`config.mk`:
```
export PLATFORM = sky130hd
export DESIGN_NAME = uart_tx_scheduler
export DESIGN_NICKNAME = d
export VERILOG_FILES = /design/src/rtl/uart_tx_scheduler.sv
export SDC_FILE = /design/constraint.sdc
export NUM_CORES = 1
export LEC_CHECK = 0
export BUFFER_PORTS_ARGS = -buffer_cell sky130_fd_sc_hd__buf_2
export CORE_UTILIZATION = 40
export CTS_CLUSTER_SIZE = 16
export DETAILED_ROUTE_END_ITERATION = 8
export PLACE_DENSITY = 0.74
export SETUP_SLACK_MARGIN = 0.02
export SLEW_MARGIN = 20
export SYNTH_ARGS = -nofsm -noshare
export SYNTH_HDL_FRONTEND = slang
export SYNTH_SLANG_ARGS = --single-unit
```
`constraint.sdc`:
```
create_clock -name baud_clk -period 1.64 [get_ports baud_clk]
set_clock_uncertainty 0.05 [all_clocks]
set_input_delay 0.082 -clock baud_clk [delete_from_list [all_inputs] [get_ports baud_clk]]
set_output_delay 0.082 -clock baud_clk [all_outputs]
set_load 0.02 [all_outputs]
```
`src/rtl/uart_tx_scheduler.sv`:
```
// Round-robin scheduler sharing one uart_tx transmitter among NUM_REQ requesters.
// Launches one frame at a time, waits for completion, then a guard gap.
module uart_tx_scheduler #(
    parameter int NUM_REQ  = 4,
    parameter int DATA_W   = 7,
    parameter int START_TO = 4,
    parameter int GAP      = 2
) (
    input  logic                        baud_clk,
    input  logic                        rst,
    input  logic [NUM_REQ-1:0]          req,
    input  logic [NUM_REQ*DATA_W-1:0]   req_data,
    output logic [NUM_REQ-1:0]          grant_ack,
    output logic [DATA_W-1:0]           tx_data,
    output logic                        tx_start,
    input  logic                        tx_buffer_empty,
    input  logic                        cts,
    output logic                        rts,
    output logic [$clog2(NUM_REQ)-1:0]  active_id,
    output logic                        busy,
    output logic                        start_err,
    output logic [2:0]                  state_dbg
);
    localparam int ID_W     = $clog2(NUM_REQ);
    localparam int CNT_MAX  = (START_TO > GAP) ? START_TO : GAP;
    localparam int CNT_W    = $clog2(CNT_MAX + 1);
    localparam int GAP_LAST = (GAP > 0) ? GAP - 1 : 0;

    localparam logic [2:0] S_IDLE       = 3'd0;
    localparam logic [2:0] S_LAUNCH     = 3'd1;
    localparam logic [2:0] S_WAIT_START = 3'd2;
    localparam logic [2:0] S_WAIT_DONE  = 3'd3;
    localparam logic [2:0] S_GUARD      = 3'd4;

    // Handshake: a requester holds req (valid) and its byte until grant_ack
    // pulses for one cycle; that pulse is the only point a byte counts as taken.
    logic [2:0]         state_q, state_d;
    logic [ID_W-1:0]    ptr_q, ptr_d;
    logic [ID_W-1:0]    active_id_q, active_id_d;
    logic [DATA_W-1:0]  tx_data_q, tx_data_d;
    logic [CNT_W-1:0]   cnt_q, cnt_d;
    logic [CNT_W-1:0]   cnt_inc;
    logic               start_err_q, start_err_d;
    logic               rts_q, rts_d;
    logic [NUM_REQ-1:0] grant_ack_q, grant_ack_d;

    logic [ID_W-1:0]    win_id;
    logic               win_found;
    logic [ID_W:0]      cand;

    assign cnt_inc = cnt_q + 1'b1;

    // Search upward from ptr+1, wrapping at NUM_REQ; first pending bit wins.
    always_comb begin
        win_id    = ptr_q;
        win_found = 1'b0;
        cand      = '0;
        for (int i = 1; i <= NUM_REQ; i++) begin
            cand = {1'b0, ptr_q} + (ID_W+1)'(i);
            if (cand >= (ID_W+1)'(NUM_REQ)) begin
                cand = cand - (ID_W+1)'(NUM_REQ);
            end
            if (!win_found && req[cand[ID_W-1:0]]) begin
                win_found = 1'b1;
                win_id    = cand[ID_W-1:0];
            end
        end
    end

    always_comb begin
        state_d     = state_q;
        ptr_d       = ptr_q;
        active_id_d = active_id_q;
        tx_data_d   = tx_data_q;
        cnt_d       = cnt_q;
        start_err_d = start_err_q;
        grant_ack_d = '0;
        rts_d       = |req;
        case (state_q)
            S_IDLE: begin
                if (|req && cts && tx_buffer_empty) begin
                    state_d     = S_LAUNCH;
                    active_id_d = win_id;
                    tx_data_d   = req_data[win_id*DATA_W +: DATA_W];
                end
            end
            S_LAUNCH: begin
                state_d = S_WAIT_START;
                cnt_d   = '0;
            end
            S_WAIT_START: begin
                if (!tx_buffer_empty) begin
                    grant_ack_d = NUM_REQ'(1) << active_id_q;
                    ptr_d       = active_id_q;
                    state_d     = S_WAIT_DONE;
                end else begin
                    // Timeout leaves ptr alone so the same requester retries first.
                    cnt_d = cnt_inc;
                    if (cnt_inc == CNT_W'(START_TO)) begin
                        start_err_d = 1'b1;
                        state_d     = S_IDLE;
                    end
                end
            end
            S_WAIT_DONE: begin
                if (tx_buffer_empty) begin
                    cnt_d   = '0;
                    state_d = (GAP == 0) ? S_IDLE : S_GUARD;
                end
            end
            S_GUARD: begin
                if (cnt_q == CNT_W'(GAP_LAST)) begin
                    state_d = S_IDLE;
                end else begin
                    cnt_d = cnt_inc;
                end
            end
            default: state_d = S_IDLE;
        endcase
    end

    always_ff @(posedge baud_clk) begin
        if (rst) begin
            state_q     <= S_IDLE;
            ptr_q       <= ID_W'(NUM_REQ - 1);
            active_id_q <= '0;
            tx_data_q   <= '0;
            cnt_q       <= '0;
            start_err_q <= 1'b0;
            rts_q       <= 1'b0;
            grant_ack_q <= '0;
        end else begin
            state_q     <= state_d;
            ptr_q       <= ptr_d;
            active_id_q <= active_id_d;
            tx_data_q   <= tx_data_d;
            cnt_q       <= cnt_d;
            start_err_q <= start_err_d;
            rts_q       <= rts_d;
            grant_ack_q <= grant_ack_d;
        end
    end

    assign grant_ack = grant_ack_q;
    assign tx_data   = tx_data_q;
    assign tx_start  = (state_q == S_LAUNCH);
    assign rts       = rts_q;
    assign active_id = active_id_q;
    assign busy      = (state_q != S_IDLE);
    assign start_err = start_err_q;
    assign state_dbg = state_q;
endmodule

```
==> results of run 1 <==
## per-stage QoR
step	cell area, um2	setup TNS, ns	util, %
floorplan	1410	0	-
global placement	1810	-2.17	57.5
detailed placement	1810	-2.68	57.5
CTS	1950	-0.199	61.7
global route	2080	-1.10	66.0
finish	2080	-0.139	66.0
## routing by layer
metal	part of all wire [%]	global-route usage (%)
met2	50	32.2
met4	2.0	9.09
met1	45	25.1
met3	3.0	2.13
met5	0	0
## registers in the layout, summed over array words and instances, names as in the netlist
signal and flops:
rts 1, ptr_q 2, active_id 2, state_dbg 3, grant_ack 4, cnt_q 3, tx_data 7, start_err 1
## placed cells by master (no fill, tap or decap), types with 2 or more instances in the layout
master	n
nand2_1	7
dfxtp_2	4
nand2b_1	3
ha_4	2
or3b_4	2
a31oi_1	3
inv_1	5
dfxtp_1	17
and3_1	2
o221ai_2	7
nand2b_4	2
o21ai_0	4
buf_2	55
nor2_1	14
clkbuf_4	3
nand3b_1	9
buf_6	5
a211oi_4	2
a21oi_2	2
buf_4	22
nor3_4	3
or4_4	2
nor2_2	2
mux2i_1	16
dfxtp_4	2
## critical path, stage by stage, from the launching register on
cell	delay, ns
dfxtp_4	0.38
buf_12	0.13
or3b_4	0.44
a211oi_4	0.24
nor3_4	0.08
a2111oi_2	0.29
## final cells by class
class / count / area share, %
repair buffers: 83 / 24.8
inverters: 6 / 1.08
clock buffers: 3 / 1.08
flip-flops and latches: 23 / 22.7
clock inverters: 1 / 0.241
multi-input cells: 108 / 47.4
well taps: 44 / 2.65
## final timing paths
path	to	cells past startpoint	slack (ns)
max	state_dbg[1]	5	-0.07
min	tx_data[5]	3	-0.01
max reg2reg	state_dbg[1]	5	-0.07
min reg2reg	start_err	2	0.46
## power by group
| part | internal, mW | total [mW] | switching (mW) |
|---|---|---|---|
| Combinational | 0.647 | 1.30 | 0.657 |
| Sequential | 0.642 | 0.708 | 0.0663 |
| Clock | 0.0916 | 0.284 | 0.193 |
## kinds of logic (layout without fill, tap and decap cells)
group | count (synthesis) | in the layout | synth area share [%]
and+or+nand+nor | 60 | 60 | 25.8
AOI/OAI and AO/OA | 27 | 27 | 19.0
DFF | 23 | 23 | 33.4
muxes | 17 | 17 | 12.3
buffers and inverters | 14 | 93 | 6.07
adders and majority gates | 3 | 3 | 2.72
xor gates and xnor gates | 1 | 1 | 0.635
## timing repair
item	in CTS	in global routing
resized for setup	14	24
hold endpoints to repair	0	0
setup endpoints to repair	14	14
pin swaps	8	15
setup buffers	8	3
==> impl_metrics.env, run 1 <==
export IMPL_placed_cells=253
export IMPL_finalPower_mw=2.30
export IMPL_cts_buffers_inserted=3
export IMPL_yosys_area_top_type="dfxtp_1"
export IMPL_cp_startpoint="state_dbg[2]"
export IMPL_ir_worst_vdd_uv=489
export IMPL_nets=264
export IMPL_multi_input_area_um2=985
export IMPL_synth_seq_cells=23
export IMPL_worstHoldStart="req_data[12]"
export IMPL_seqCellArea_um2=473
export IMPL_powerDensity_nw_per_um2=1100
export IMPL_dpl_hpwl_um=2510
export IMPL_path_max_fanout=10
export IMPL_maxSlewViolCount=0
export IMPL_violations="hold timing, setup timing"
export IMPL_cts_sinks=23
export IMPL_ys_dominant_reg_cell="dfxtp_1"
export IMPL_rr_startpoint="state_dbg[2]"
export IMPL_ant_nets=0
export IMPL_cp_data_required_time_ns=1.81
export IMPL_clockBufferDepth=2
export IMPL_grt_first_pass_wirelength_um=5240
export IMPL_yosysSeqAreaShare_pct=33.4
export IMPL_arrival_ns=1.88
export IMPL_vias=1404
export IMPL_routabilityCongestion=0.797
export IMPL_cts_tree="built"
export IMPL_grt_max_degree=23
export IMPL_rsz0062_at_grt="yes"
export IMPL_fin_cells=268
export IMPL_cp_end_kind="flip-flop"
export IMPL_cap_violations=0
export IMPL_yosysWarnings=0
export IMPL_die_y_um=60.7
export IMPL_fp_dieArea_um2=3690
export IMPL_post_route_period_util_pct=104
export IMPL_hold_viol=3
export IMPL_drive_above_1_share_pct=59.8
export IMPL_start_util_pct=43.8
export IMPL_crit_type="reg -> reg"
export IMPL_grt_usage_pct=19.3
export IMPL_worst_slew_pin_transition_ns=0.428
export IMPL_finalSetupViolations=8
export IMPL_fin_crit_ns=1.71
export IMPL_finalWorstSetupSlack_ns=-0.0685
export IMPL_yosys_area_top_type_share_pct=33.4
export IMPL_wl_um=3810
export IMPL_die_w_um=60.7
export IMPL_path_clk_slew_ns=0.15
export IMPL_io_pins=56
export IMPL_holdBufCountCts=0
export IMPL_io_buffers=55
export IMPL_synth_area_leaders="dfxtp_1 33%, mux2i_1 12%, o221ai_2 7.6%"
export IMPL_avgSynthCellArea_um2=9.52
export IMPL_grt_pass1_vias=1252
export IMPL_first_pass_iters=4
export IMPL_drc=0
export IMPL_fillers=264
export IMPL_fmax_mhz=585
export IMPL_cp_start_kind="flip-flop"
export IMPL_syn_area_um2=1380
export IMPL_clk_latency_ns=0.33
export IMPL_routed_via_density=5.24
export IMPL_power_leakage_nw=0.994
export IMPL_htreeDepth=1
export IMPL_wl_per_cell_um=14.2
export IMPL_yosysMostFrequentCell="dfxtp_1"
export IMPL_async_reset_ff_share_pct=0
export IMPL_antenna_found_initial=0
export IMPL_core_area_um2=3150
export IMPL_syn2layout_area_growth_pct=50.7
export IMPL_hold_worst_slack_ns=-0.00989
export IMPL_yosys_top_cells_count="23 x dfxtp_1, 17 x mux2i_1, 16 x nor2_1"
export IMPL_rows=20
export IMPL_hold_class="in -> reg"
export IMPL_netlist_instances=145
export IMPL_syn_nets=184
export IMPL_maxSlewHeadroom_pct=71.4
export IMPL_synth_edf_count=0
export IMPL_drt_iter0_drc=27
export IMPL_outcome="finished with violations"
export IMPL_preCtsSetupSlack_ns=-0.371
export IMPL_n_antenna_cell=0
export IMPL_cts_root_buf="clkbuf_4"
export IMPL_gr_total_overflow=0
export IMPL_synth_cell_types=43
No activity file was read; power rests on OpenSTA's default activity.
==> run 2, diff against run 1 <==
--- a/config.mk
+++ b/config.mk
@@ -9,7 +9,8 @@
 export CORE_UTILIZATION = 40
 export CTS_CLUSTER_SIZE = 16
 export DETAILED_ROUTE_END_ITERATION = 8
-export PLACE_DENSITY = 0.74
+export GPL_ROUTABILITY_DRIVEN = 1
+export PLACE_DENSITY = 0.71
 export SETUP_SLACK_MARGIN = 0.02
 export SLEW_MARGIN = 20
 export SYNTH_ARGS = -nofsm -noshare
==> constraint.sdc (replaced) <==
create_clock -name baud_clk -period 1.84 [get_ports baud_clk]
set_clock_uncertainty 0.05 [all_clocks]
set_input_delay 0.092 -clock baud_clk [delete_from_list [all_inputs] [get_ports baud_clk]]
set_output_delay 0.092 -clock baud_clk [all_outputs]
set_load 0.02 [all_outputs]
==> run 2 against run 1 <==
The run now ends clean. Non-clock buffer count decreased by 20. Cell count decreased by 7.5%. Sequential power decreased by 10%.
==> impl_metrics.env, run 2 (same netlist as run 1, synthesis figures left out) <==
export IMPL_worst_slew_pin_transition_ns=0.392
export IMPL_grt_pass1_vias=1132
export IMPL_path_clk_slew_ns=0.14
export IMPL_finalPower_mw=1.71
export IMPL_fp_dieArea_um2=3690
export IMPL_cts_buffers_inserted=3
export IMPL_arrival_ns=1.92
export IMPL_clk_latency_ns=0.31
export IMPL_mostFrequentLayoutCells="55 x buf_2, 21 x dfxtp_1, 17 x mux2i_1"
export IMPL_fmax_mhz=583
export IMPL_cts_sinks=23
export IMPL_dpl_hpwl_um=2410
export IMPL_cts_tree="built"
export IMPL_maxSlewViolCount=0
export IMPL_grt_first_pass_wirelength_um=4690
export IMPL_path_max_fanout=5
export IMPL_io_pins=56
export IMPL_holdBufCountCts=0
export IMPL_placed_cells=243
export IMPL_clockBufferDepth=2
export IMPL_post_route_period_util_pct=93.2
export IMPL_grt_usage_pct=16.8
export IMPL_largest_reg_flops=7
export IMPL_routed_via_density=5.15
export IMPL_routabilityCongestion=0.865
export IMPL_maxSlewHeadroom_pct=73.8
export IMPL_nets=244
export IMPL_fin_crit_ns=1.71
export IMPL_gr_total_overflow=0
export IMPL_syn2layout_area_growth_pct=28.2
export IMPL_die_y_um=60.7
export IMPL_powerDensity_nw_per_um2=967
export IMPL_outcome="finished, final reports clean"
export IMPL_grt_max_degree=18
export IMPL_rows=20
export IMPL_die_w_um=60.7
export IMPL_io_buffers=55
export IMPL_hold_class="in -> reg"
export IMPL_ant_nets=0
export IMPL_crit_type="reg -> reg"
export IMPL_wl_um=3050
export IMPL_n_antenna_cell=0
export IMPL_fin_area_um2=1770
export IMPL_cts_root_buf="clkbuf_4"
export IMPL_core_area_um2=3150
export IMPL_antenna_found_initial=0
export IMPL_vias=1276
export IMPL_fin_cells=248
export IMPL_finalWorstSetupSlack_ns=0.125
export IMPL_ir_worst_vdd_uv=626
export IMPL_htreeDepth=1
export IMPL_cp_data_required_time_ns=2.04
export IMPL_start_util_pct=43.8
export IMPL_placed_cell_area_um2=1710
export IMPL_timing_setup_tns_ns=0
export IMPL_power_leakage_nw=0.875
export IMPL_finalSetupViolations=0
export IMPL_hold_viol=0
export IMPL_wl_per_cell_um=12.3
export IMPL_drive_above_1_share_pct=43.6
export IMPL_final_common_cell="buf_2"
export IMPL_preCtsSetupSlack_ns=0.00195
export IMPL_cp_start_kind="flip-flop"
export IMPL_rsz0062_at_grt="yes"
export IMPL_drt_iter0_drc=21
export IMPL_cap_violations=0
export IMPL_cp_end_kind="flip-flop"
export IMPL_first_pass_iters=4
export IMPL_drc=0
## run 2: timing repair
action                     in CTS  in global routing
setup buffers                   0                  1
resized for setup               1                  6
setup endpoints to repair       7                 11
cloned                          0                  0
## run 2: report_power, final
part,internal [mW],total [mW],switching [mW]
combinational,0.375,0.837,0.462
clock,0.0811,0.236,0.155
sequential,0.566,0.637,0.0710
total,1.02,1.71,0.688
## run 2: routing by layer
| metal | share of wire (%) | global-route usage [%] | up-vias | routed length (um) |
|---|---|---|---|---|
| met1 | 45 | 19.3 | 578 | 1380 |
| li1 | - | - | 646 | - |
| met5 | 0 | 0 | - | 0 |
| met4 | 0.33 | 3.57 | 0 | 10 |
| met2 | 48 | 32.3 | 50 | 1470 |
| met3 | 6.3 | 2.77 | 2 | 191 |
## run 2: worst max-delay path, cell delays in order, from the launching register on
cell	delay, ns
dfxtp_1	0.38
ha_1	0.21
nand2b_1	0.11
and3b_1	0.18
o31ai_2	0.09
or4_1	0.50
a21oi_2	0.14
## run 2: final timing paths
check | endpoint | depth (start not counted) | slack [ns] | startpoint
worst max-delay path | cnt_q[2] | 6 | 0.13 | cnt_q[0]
worst min-delay path | tx_data[4] | 3 | 0.01 | req_data[11]
worst max register to register | cnt_q[2] | 6 | 0.13 | cnt_q[0]
worst min register to register | start_err | 2 | 0.46 | start_err
## run 2: area by class of cell
class                           count  area [um2]
Fill cell                         295        1380
Inverter                            6        22.5
Timing Repair Buffer               63         348
Sequential cell                    23         463
Multi-Input combinational cell    108         853
Clock inverter                      1        5.00
Clock buffer                        3        22.5
Tap cell                           44        55.1
## run 2: per-stage QoR
step                      util [%]  hold slack [ns]
after detailed placement      54.4            0.343
final                         56.1           0.0148
after floorplan                  -            0.122
after global placement        54.4            0.344
after CTS                     55.3           0.0107
after global routing          56.1           0.0289
